[config.mk]
export PLATFORM = sky130hd
export DESIGN_NAME = regfile_write_arbiter
export DESIGN_NICKNAME = d
export VERILOG_FILES = /design/src/rtl/regfile_arb_pkg.sv /design/src/rtl/llu_result_fifo.sv /design/src/rtl/regfile_write_arbiter.sv
export SDC_FILE = /design/constraint.sdc
export NUM_CORES = 1
export LEC_CHECK = 0
export CORE_MARGIN = 2
export CORE_UTILIZATION = 52
export DETAILED_ROUTE_END_ITERATION = 8
export PLACE_DENSITY = 0.8
export SYNTH_ARGS = -nofsm -noshare
export SYNTH_HDL_FRONTEND = slang
export SYNTH_SLANG_ARGS = --single-unit
[constraint.sdc]
create_clock -name clk_i -period 2.78 [get_ports clk_i]
set_input_delay 0.556 -clock clk_i [delete_from_list [all_inputs] [get_ports clk_i]]
set_output_delay 0.556 -clock clk_i [all_outputs]
set_load 0.01 [all_outputs]
[src/rtl/regfile_arb_pkg.sv]
`default_nettype none
// ============================================================================
//  Module   : regfile_arb_pkg
//  Brief    : Shared types and widths for the register-file write arbiter.
//  Revision : 1.0 - initial release
// ============================================================================
package regfile_arb_pkg;

    localparam int REG_ADDR_W = 5;
    localparam int XLEN       = 32;

    // One buffered long-latency result: destination register and its value.
    typedef struct packed {
        logic [REG_ADDR_W-1:0] rd;
        logic [XLEN-1:0]       data;
    } llu_entry_t;

endpackage
`default_nettype wire

[src/rtl/llu_result_fifo.sv]
`default_nettype none
// ============================================================================
//  Module   : llu_result_fifo
//  Brief    : Synchronous FIFO for LLU results with head peek, occupancy and
//             a parallel destination-register match over valid entries.
//  Revision : 1.0 - initial release
// ============================================================================
module llu_result_fifo
    import regfile_arb_pkg::*;
#(
    parameter int DEPTH = 4
) (
    input  logic                    clk,
    input  logic                    rst,
    input  logic                    i_push,
    input  llu_entry_t              i_push_entry,
    input  logic                    i_pop,
    output llu_entry_t              o_head,
    output logic [$clog2(DEPTH):0]  o_count,
    output logic                    o_full,
    output logic                    o_empty,
    input  logic [REG_ADDR_W-1:0]   i_query_rd,
    output logic                    o_query_hit
);

    localparam int c_PTR_W = $clog2(DEPTH);
    localparam int c_CNT_W = c_PTR_W + 1;

    llu_entry_t          r_mem [DEPTH];
    logic [DEPTH-1:0]    r_valid;
    logic [c_PTR_W-1:0]  r_wr_ptr;
    logic [c_PTR_W-1:0]  r_rd_ptr;
    logic [c_CNT_W-1:0]  r_count;

    logic                w_push;
    logic                w_pop;
    logic [DEPTH-1:0]    w_valid_next;
    logic [DEPTH-1:0]    w_match;

    assign o_full  = (r_count == c_CNT_W'(DEPTH));
    assign o_empty = (r_count == '0);
    assign o_count = r_count;
    assign o_head  = r_mem[r_rd_ptr];

    // Guard against overflow/underflow so the pointers can never diverge.
    assign w_push = i_push & ~o_full;
    assign w_pop  = i_pop  & ~o_empty;

    // Per-slot valid bits: clear the popped slot, set the pushed slot.
    always_comb begin
        w_valid_next = r_valid;
        if (w_pop) begin
            w_valid_next[r_rd_ptr] = 1'b0;
        end
        if (w_push) begin
            w_valid_next[r_wr_ptr] = 1'b1;
        end
    end

    // Storage array; contents are qualified by r_valid so no reset is needed.
    always_ff @(posedge clk) begin
        if (w_push) begin
            r_mem[r_wr_ptr] <= i_push_entry;
        end
    end

    // Pointers, occupancy and valid bits; pointers wrap at power-of-two DEPTH.
    always_ff @(posedge clk or posedge rst) begin
        if (rst) begin
            r_wr_ptr <= '0;
            r_rd_ptr <= '0;
            r_count  <= '0;
            r_valid  <= '0;
        end else begin
            r_valid <= w_valid_next;
            if (w_push) begin
                r_wr_ptr <= r_wr_ptr + c_PTR_W'(1);
            end
            if (w_pop) begin
                r_rd_ptr <= r_rd_ptr + c_PTR_W'(1);
            end
            case ({w_push, w_pop})
                2'b10:   r_count <= r_count + c_CNT_W'(1);
                2'b01:   r_count <= r_count - c_CNT_W'(1);
                default: r_count <= r_count;
            endcase
        end
    end

    // Parallel destination compare against every slot holding a result.
    for (genvar gi = 0; gi < DEPTH; gi++) begin : g_match
        assign w_match[gi] = r_valid[gi] && (r_mem[gi].rd == i_query_rd);
    end

    // x0 is never a hazard, so a zero query never hits.
    assign o_query_hit = (i_query_rd != '0) && (|w_match);

endmodule
`default_nettype wire

[src/rtl/regfile_write_arbiter.sv]
`default_nettype none
// ============================================================================
//  Module   : regfile_write_arbiter
//  Brief    : Shares the single register-file write port between the
//             writeback stage and buffered long-latency-unit results, with
//             bounded starvation of the buffer head.
//  Revision : 1.0 - initial release
// ============================================================================
module regfile_write_arbiter
    import regfile_arb_pkg::*;
#(
    parameter int DEPTH    = 4,
    parameter int MAX_WAIT = 8
) (
    input  logic                    clk_i,
    input  logic                    reset_i,
    input  logic                    wb_valid_i,
    input  logic                    wb_reg_write_i,
    input  logic [REG_ADDR_W-1:0]   wb_rd_i,
    input  logic [XLEN-1:0]         wb_result_i,
    input  logic                    llu_valid_i,
    input  logic [REG_ADDR_W-1:0]   llu_rd_i,
    input  logic [XLEN-1:0]         llu_data_i,
    output logic                    llu_ready_o,
    input  logic [REG_ADDR_W-1:0]   query_rd_i,
    output logic                    query_hit_o,
    output logic                    rf_we_o,
    output logic [REG_ADDR_W-1:0]   rf_rd_o,
    output logic [XLEN-1:0]         rf_wdata_o,
    output logic                    stall_w_o,
    output logic [$clog2(DEPTH):0]  buf_count_o
);

    localparam int c_WAIT_W = $clog2(MAX_WAIT + 1);

    logic                w_pipe_req;
    logic                w_push;
    logic                w_full;
    logic                w_empty;
    logic                w_wait_sat;
    logic                w_llu_grant;
    logic                w_pipe_grant;
    llu_entry_t          w_push_entry;
    llu_entry_t          w_head;
    logic [c_WAIT_W-1:0] r_wait_cnt;

    assign w_pipe_req = wb_valid_i & wb_reg_write_i & (wb_rd_i != '0);

    // Ready depends only on registered occupancy; rd=0 results are accepted
    // but never stored since x0 writes are architecturally discarded.
    assign llu_ready_o       = ~w_full;
    assign w_push            = llu_valid_i & llu_ready_o & (llu_rd_i != '0);
    assign w_push_entry.rd   = llu_rd_i;
    assign w_push_entry.data = llu_data_i;

    // Buffer wins when the pipe is idle, the buffer is full, or the head has
    // been passed over long enough.
    assign w_wait_sat   = (r_wait_cnt == c_WAIT_W'(MAX_WAIT));
    assign w_llu_grant  = ~w_empty & (~w_pipe_req | w_full | w_wait_sat);
    assign w_pipe_grant = w_pipe_req & ~w_llu_grant;
    assign stall_w_o    = w_pipe_req & w_llu_grant;

    llu_result_fifo #(
        .DEPTH        (DEPTH)
    ) u_fifo (
        .clk          (clk_i),
        .rst          (reset_i),
        .i_push       (w_push),
        .i_push_entry (w_push_entry),
        .i_pop        (w_llu_grant),
        .o_head       (w_head),
        .o_count      (buf_count_o),
        .o_full       (w_full),
        .o_empty      (w_empty),
        .i_query_rd   (query_rd_i),
        .o_query_hit  (query_hit_o)
    );

    // Drive the write port from whichever side holds the grant.
    always_comb begin
        rf_we_o    = 1'b0;
        rf_rd_o    = '0;
        rf_wdata_o = '0;
        if (w_llu_grant) begin
            rf_we_o    = 1'b1;
            rf_rd_o    = w_head.rd;
            rf_wdata_o = w_head.data;
        end else if (w_pipe_grant) begin
            rf_we_o    = 1'b1;
            rf_rd_o    = wb_rd_i;
            rf_wdata_o = wb_result_i;
        end
    end

    // Count cycles the current head has been denied, saturating at MAX_WAIT.
    always_ff @(posedge clk_i or posedge reset_i) begin
        if (reset_i) begin
            r_wait_cnt <= '0;
        end else if (w_llu_grant || w_empty) begin
            r_wait_cnt <= '0;
        end else if (!w_wait_sat) begin
            r_wait_cnt <= r_wait_cnt + c_WAIT_W'(1);
        end
    end

endmodule
`default_nettype wire

==> Word-level counts from Yosys, hierarchy flattened <==
Memory sizes are Yosys's and may differ from the RTL's.
Index checks and enable logic that the tools add are counted.
Widths: inputs -> output; s select.
{ "word_totals": {"regBits": 15, "latchBits": 0, "ramBits": 148, "mem_bits_ro": 0, "inputBits": 84, "out_inout_bits": 44, "n_memories": 1} }
{ "mem_list": {"columns": ["name", "words", "word_bits", "rd", "rd_ports_with_merged_regs", "write_ports", "line_no", "source"], "rows": [
  ["u_fifo.r_mem", 4, 37, 5, 0, 1, "llu_result_fifo.sv:29", "llu_entry_t r_mem [DEPTH];"]
]} }
{ "classes": {"n_addsub": 5, "n_mul": 0, "div_mod_pow": 0, "n_lt_le_gt_ge": 4, "eq_ne": 9, "shift": 0, "n_mux": 17, "bitwise_logic": 18, "reduce_logical": 14} }
{ "ops": {"columns": ["operator", "count"], "rows": [
  ["$mux 32", 2],
  ["$eq 5x5->1", 4],
  ["$mux 4", 4],
  ["$reduce_bool 5->1", 3],
  ["$mux 5", 2],
  ["$and 1x1->1", 9],
  ["$logic_and 1x1->1", 7],
  ["$lt 2x3->1 const B", 2],
  ["$mux 1", 6],
  ["$pmux 3 s2", 1],
  ["$add 2x1->2 const B", 2],
  ["$add 4x1->4 const B", 1],
  ["$and 4x4->4", 1],
  ["$demux 1 s2", 2],
  ["$eq 4x4->1 const B", 1],
  ["$ge 2x1->1 const B", 2],
  ["$not 1->1", 4],
  ["$not 4->4", 1],
  ["$or 4x4->4", 1],
  ["$reduce_or 4->1", 1],
  ["$add 3x1->3 const B", 1],
  ["$eq 3x3->1 const B", 1],
  ["$logic_not 3->1", 1],
  ["$sub 3x1->3 const B", 1],
  ["other kinds (6)", 7]
]} }

==> Logic depth before layout (Yosys ltp) <==
{ "logic_depth": {"depth_word": 10, "mapped_depth": 12, "depth_no_buf": 11} }

==> By module <==
A second synthesis with hierarchy kept.
{ "unflattened": {"hier_cells": 365, "area_unflattened_um2": 6905.4} }
{ "by_module_without_submodules": {"columns": ["mod", "n_inst", "cells_each", "area_each_um2"], "rows": [
  ["llu_result_fifo", 1, 288, 6249.7],
  ["regfile_write_arbiter", 1, 77, 655.6]
]} }

==> Worst setup path before layout <==
No wires, ideal clock.
{ "synth_timing": {"kind": "in2reg", "start": "input port wb_rd_i[1]", "end": "register u_fifo.r_count[1] (netlist: u_fifo.o_count[1])", "arrival_time_ns": 2.580, "path_slack_ns": 0.075, "stages": 8, "path_cell_list": "or4_1 o211ai_2 nor2_2 nor2_8 buf_6 ha_1 fa_1 mux2_2"} }
{ "synth_between": {"elab_chain_cells": 9, "word_cells_on_any_way": 11} }
{ "synth_lines": {"columns": ["element", "line_no", "source"], "rows": [
  ["from (decl)", "regfile_write_arbiter.sv:19", "input logic [REG_ADDR_W-1:0] wb_rd_i,"],
  ["$reduce_bool 5->1 *", "regfile_write_arbiter.sv:47", "assign w_pipe_req = wb_valid_i & wb_reg_write_i & (wb_rd_i != '0);"],
  ["$and 1x1->1 *", "regfile_write_arbiter.sv:47", null],
  ["$not 1->1 *", "regfile_write_arbiter.sv:59", "assign w_llu_grant = ~w_empty & (~w_pipe_req | w_full | w_wait_sat);"],
  ["$or 1x1->1 * (2 in a row)", "regfile_write_arbiter.sv:59", null],
  ["$and 1x1->1 *", "regfile_write_arbiter.sv:59", null],
  ["$and 1x1->1 *", "llu_result_fifo.sv:47", "assign w_pop = i_pop & ~o_empty;"],
  ["named net u_fifo.w_pop", "llu_result_fifo.sv:36", "logic w_pop;"],
  ["$eq 2x1->1 or $eq 2x2->1 (tied branches)", "llu_result_fifo.sv:82", "case ({w_push, w_pop})"],
  ["$pmux 3 s2 or $reduce_bool 2->1 (tied branches)", null, null],
  ["to (signal assigned)", "llu_result_fifo.sv:83", "2'b10: r_count <= r_count + c_CNT_W'(1);"],
  ["to (signal assigned)", "llu_result_fifo.sv:84", "2'b01: r_count <= r_count - c_CNT_W'(1);"],
  ["to (signal assigned)", "llu_result_fifo.sv:85", "default: r_count <= r_count;"],
  ["to (decl)", "llu_result_fifo.sv:33", "logic [c_CNT_W-1:0] r_count;"]
]} }
The timed path passes the listed nets; every way through them passes the cells marked *.
A chain may end at the register's enable or synchronous reset.

==> Worst setup path after layout <==
{ "layout_timing": {"start": "input port wb_rd_i[3]", "end": "output port rf_wdata_o[25]"} }
{ "layout_between": {"elab_chain_cells": 10} }
{ "layout_lines": {"columns": ["element", "line_no", "source"], "rows": [
  ["$reduce_bool 5->1 *", "regfile_write_arbiter.sv:47", null],
  ["$and 1x1->1 *", "regfile_write_arbiter.sv:47", null],
  ["$not 1->1", "regfile_write_arbiter.sv:59", null],
  ["$or 1x1->1 (2 in a row)", "regfile_write_arbiter.sv:59", null],
  ["$and 1x1->1", "regfile_write_arbiter.sv:59", null],
  ["$not 1->1", "regfile_write_arbiter.sv:60", "assign w_pipe_grant = w_pipe_req & ~w_llu_grant;"],
  ["$and 1x1->1", "regfile_write_arbiter.sv:60", null],
  ["$mux 32", "regfile_write_arbiter.sv:88", "end else if (w_pipe_grant) begin"],
  ["$mux 32 *", "regfile_write_arbiter.sv:84", "if (w_llu_grant) begin"],
  ["to (decl)", "regfile_write_arbiter.sv:29", "output logic [XLEN-1:0] rf_wdata_o,"]
]} }
Every way passes the cells marked *; elsewhere a longest branch is shown, timed or not.

==> impl_metrics.toml <==
[run_status]
run_status = "complete, no violations"

[critical_path]
register_to_register_path_setup_slack_ps = 250
worst-r2r-cell-count = 12
critical_path_arrival_ps = 2190
setup.worst_path.start_class = "input pin"
cp_data_required_time_ps = 2220
critical_path.endpoint_type = "primary output"
critical_path_fanout_max = 8
regToRegEndpoint = "u_fifo.o_count[2]"
worst_r2r_startpoint = "u_fifo.o_count[2]"
path_class = "input pin to primary output"

[cells_and_area]
area.growth.synth_to_final_pct = 38.7
finish.utilization_pct = 74.4
area_used_by_sequential_logic_in_the_layout_um2 = 4820
nets_final = 639
antenna_cells = 0
multi_input_area_um2 = 1940
final.fill_count = 760
layout.cells.non_filler = 728
drive_gt1_share_pct = 33.5

[route]
wl_per_cell_um = 22.7
routed_via_density = 5.71
drcViolationCount = 0
detail_route.wirelength_um = 16500
detail_route.first_pass.iterations = 5
routed_antenna_nets = 0
detailroute.via_count = 4156
drt_first_iter_violations = 281

[power]
pwr_per_cell_area_nw_per_um2 = 1030
power.ir.vdd_worst_mv = 0.586
standby_leakage_power_uw = 0.00351

[min_path]
hold_class = "input pin to async pin"

[global_routing]
grt_pass1_vias = 4537
grt_remaining_overflow = 0
grt_pass1_wl_um = 25600
grt_max_degree = 24
number_of_antenna_violations_at_the_first_check_in_global_routing = 0
gr-usage-all-layers_pct = 24.5

[synthesis]
synth_fp_nets = 453
netlist-cell-type-count = 33
syn-instance-count = 357
seq_area_frac_synth_pct = 70.6
syn-cell-area_um2 = 6820
synth-edff-count = 148
synthesis.yosys.warnings = 0
synth_area_per_cell_um2 = 19.1
postSynthRegisterBits = 163
share_of_synthesized_flip_flops_with_an_asynchronous_set_or_reset_pct = 9.20
dominantRegCellSynth = "sky130_fd_sc_hd__edfxtp_1"

[clock_network]
max_h_tree_level = 4
cts_inserted_buffers = 17
cts.sink_count = 163
worst_setup_hold_path_clk_slew_ps = 60
clk-insertion-delay-late_ps = 420
clock-root-buffer = "sky130_fd_sc_hd__clkbuf_16"
hold_bufs_at_cts = 0
clockBufferDepth = 2
clock_tree_from_tritoncts = "yes"

[sta]
fmaxAchievable_mhz = 364
fin_crit_sh_pct = 98.9
timing.hold.ws_ps = 517
grt_setup_unrepaired = "true"
setup_slack_ps = 29.5
timing_worst_slew_pin_value_ps = 591
period_minus_slack_ps = 2750
max_slew_headroom_pct = 60.6
final_hold_violating_endpoints = 0
finalSetupViolations = 0
timing_max_transition_violations_final = 0
finClkSkew_ps = 6.16

[die]
top_level_ports = 128
fp.coreArea_um2 = 12700
floorplan.die_area_um2 = 14100
die_w_um = 119
floorplan.initialDensity_pct = 53.6
fp-row-count = 41
die-height_um = 119

[placed_design]
port_buffers = 127
post-dp-hpwl_um = 9680
dpl_worst_slack_ps = -879
gpl.final_weighted_congestion = 0.896
dpl_cells = 670

[run]
cap_violations = 0
==> metal layers <==
metal	part of all wire [%]	vias up	GRT usage [%]
li1	-	1824	-
met1	40	2129	31.4
met2	52	184	42.3
met3	7.3	19	6.37
met4	1.0	0	5.65
met5	0	-	0
==> placed cells by master (no fill, tap or decap), drive strengths merged, types with 2 or more instances in the layout <==
cell type,count
a31oi,4
o21ai,2
clkdlybuf4s50,78
buf,99
ha,11
a21oi,3
or4,2
nor2,10
dlygate4sd2,8
dfrtp,15
xnor2,9
nor4,4
a22o,37
edfxtp,148
nand3,5
or3,2
bufinv,4
xor2,18
clkinv,6
nor3,2
clkinvlp,3
mux2,2
clkbuf,20
mux4,37
nand2,8
inv,12
==> layout make-up <==
cell class	instances	area share, %
Tap cell	172	2.27
Sequential cell	163	50.9
Multi-Input combinational cell	163	20.4
Clock buffer	19	4.57
Timing Repair Buffer	186	19.3
Inverter	12	0.476
Clock inverter	13	1.96
==> flip-flops by register name (all words and copies together), names as in the netlist <==
name	cells
u_fifo.r_mem	148
u_fifo.r_valid	4
r_wait_cnt	4
u_fifo.r_wr_ptr	2
u_fifo.r_rd_ptr	2
u_fifo.o_count	3
==> synthesized netlist by cell type (6+ instances only) <==
library cell / instances / area, um2
sky130_fd_sc_hd__a22o_1: 37 / 324
sky130_fd_sc_hd__dfrtp_1: 15 / 375
sky130_fd_sc_hd__buf_2: 6 / 30.0
sky130_fd_sc_hd__nor2_1: 8 / 30.0
sky130_fd_sc_hd__xnor2_1: 9 / 78.8
sky130_fd_sc_hd__inv_1: 12 / 45.0
sky130_fd_sc_hd__ha_1: 11 / 138
sky130_fd_sc_hd__mux4_2: 37 / 833
sky130_fd_sc_hd__edfxtp_1: 148 / 4440
sky130_fd_sc_hd__nand2_1: 8 / 30.0
sky130_fd_sc_hd__clkbuf_1: 10 / 37.5
sky130_fd_sc_hd__xor2_1: 18 / 158
==> worst max path at each step <==
stage	to	depth (start not counted)	startpoint	slack, ps
2_1_floorplan	u_fifo.o_count[1]	8	wb_rd_i[1]	80
3_3_place_gp	rf_wdata_o[21]	7	wb_rd_i[1]	-790
3_5_place_dp	rf_wdata_o[14]	7	wb_rd_i[2]	-880
4_1_cts	rf_wdata_o[25]	9	wb_rd_i[3]	-70
5_1_grt	rf_wdata_o[18]	8	wb_rd_i[3]	-30
6_report	rf_wdata_o[25]	8	wb_rd_i[3]	30
==> critical path: stages <==
cell and delay [ps]:
sky130_fd_sc_hd__buf_6 90, sky130_fd_sc_hd__or4_4 540, sky130_fd_sc_hd__o211ai_4 220, sky130_fd_sc_hd__buf_6 170
sky130_fd_sc_hd__a21oi_4 80, sky130_fd_sc_hd__buf_12 180, sky130_fd_sc_hd__a22o_1 210, sky130_fd_sc_hd__buf_2 140
==> per-stage QoR <==
step / power (uW) / cell area [um2] / TNS, ps
floorplan: 5450 / 6820 / 0
global placement: 7130 / 8630 / -30450
detailed placement: 7240 / 8630 / -33140
CTS: 9730 / 9460 / -733
global route: 10100 / 9470 / -356
finish: 9730 / 9470 / 0
==> what timing repair did <==
action	CTS	global route
pin swaps	40	21
resized for setup	204	7
endpoints found under the setup margin	40	37
gates cloned	5	0
buffers inserted	21	4
==> power breakdown <==
group / switching [uW] / total, uW / leakage [uW] / internal (uW)
Combinational: 1790 / 3840 / 0.00169 / 2050
Clock: 918 / 2420 / 0.000288 / 1500
Sequential: 235 / 3470 / 0.00154 / 3230
==> cells by family after synthesis <==
kind of cell               synth area share (%)
DFF                                        70.6
xor gates and xnor gates                   3.47
buffers and inverters                      2.37
muxes                                      12.5
AOI/OAI and AO/OA                          5.83
adders and majority gates                  2.31
and+or+nand+nor                            2.86
Power figures use the tool's default switching activity.
==> edit (same flow settings) <==
`DEPTH` is set to 4 in 2 places; all go to 8.
--- a/src/rtl/llu_result_fifo.sv
+++ b/src/rtl/llu_result_fifo.sv
@@ -9,5 +9,5 @@
     import regfile_arb_pkg::*;
 #(
-    parameter int DEPTH = 4
+    parameter int DEPTH = 8
 ) (
     input  logic                    clk,
--- a/src/rtl/regfile_write_arbiter.sv
+++ b/src/rtl/regfile_write_arbiter.sv
@@ -10,5 +10,5 @@
     import regfile_arb_pkg::*;
 #(
-    parameter int DEPTH    = 4,
+    parameter int DEPTH    = 8,
     parameter int MAX_WAIT = 8
 ) (
Interface: changed (resized buf_count_o); port bits go from 128 to 129. The function was not compared with the original's and may differ.
==> edit against the original RTL <==
- the flow now finishes with violations (negative setup slack)
- clock power increased by 69%
- worst setup slack worse by 230 ps
- sequential share of layout area up 2.9 points
- routed wire length increased by 100%
- sequential cell count grew 155
- power up 87%
- final area up 85%
- critical path depth shrank 1
- synthesized area rose by 93%
- largest power group unchanged
==> edit: results (changes against the original RTL) <==
status=complete, but fails checks; failing checks=negative setup slack; Setup Viol. Count Final=38 (+38); port bufs=128 (+0.79%); FFs w/ async S/R, synth=6.92% (-2.3 points); Crit path max-delay family=multiplexers; registers with the most flip-flops=u_fifo.r_mem: 296 flops, u_fifo.r_valid: 8 flops; Area contributors post-synth=edfxtp_1 67%, mux4_2 13%, dfrtp_1 4.2%, mux2i_1 2.8%, xor2_1 2.5%; Num CTS Buffers=31 (+14); Vias=7732 (+86%); DP HPWL=17500 um (+81%); vias per cell=5.95 (+4.3%); wire per inst=25.6 um (+13%); end point of the critical path=rf_rd_o[4]; Gate power share=42.4% (+2.9 points); Post-synth EDFFs=296 (+100%); DP Area=15600 um2 (+81%); met3 usage=3.76% (-2.6 points); first-pass GRT wire length=47600 um (+86%); Distinct cells, synth=43 (+30%); Place WS=-661 ps (+218 ps); WL met2=17200 um (+100%); Worst VDD drop=701 uV (+20%); worst skew pair latency=550 ps (+130 ps); Top Metal Used=met5; synthesized area per cell=18.6 um2 (-2.4%); met1 wire length=12800 um (+96%); Pleak=6.12 nW (+74%); Slew @ Worst Pin=359 ps (-231 ps); R2R setup slack=160 ps (-90 ps); total design power=0.0182 W (+87%); initial antenna violation count=1 (+1); final setup TNS=-3920 ps (-3920 ps); PnR worst setup slack=-196 ps (-226 ps); post-synthesis sequential area ratio=71.6% (+0.96 points)
[edit: cell types whose count changed after synthesis, moves of 6 or more]
cell,unedited run,this run
mux2i_1,0,37
inv_1,12,6
a22o_1,37,0
dfrtp_1,15,22
o21ai_1,2,20
nand2_1,8,19
edfxtp_1,148,296
xor2_1,18,37
mux4_2,37,74
nand3_1,5,42
clkbuf_1,10,19
o21ai_0,0,22
nor2_1,8,22
[edit: repair_timing]
item	in CTS	in global routing
setup buffers	26	7
cloned	10	8
hold endpoints to repair	0	0
pin swaps	22	17
setup endpoints to repair	40	42
resized for setup	243	42
[edit: cell type report]
class	count	area share (%)
multi-input cells	340	21.8
clock buffers	44	4.98
clock inverters	13	0.684
inverters	7	0.150
repair buffers	247	16.2
flip-flops and latches	318	53.8
well taps	330	2.35
[edit: kinds of logic after synthesis]
logic type,share of synthesized area (%)
flops,71.6
mux,15.5
simple gates,4.17
compound gates,2.84
xor+xnor,3.32
buf+inv,1.89
fa+ha+maj,0.664
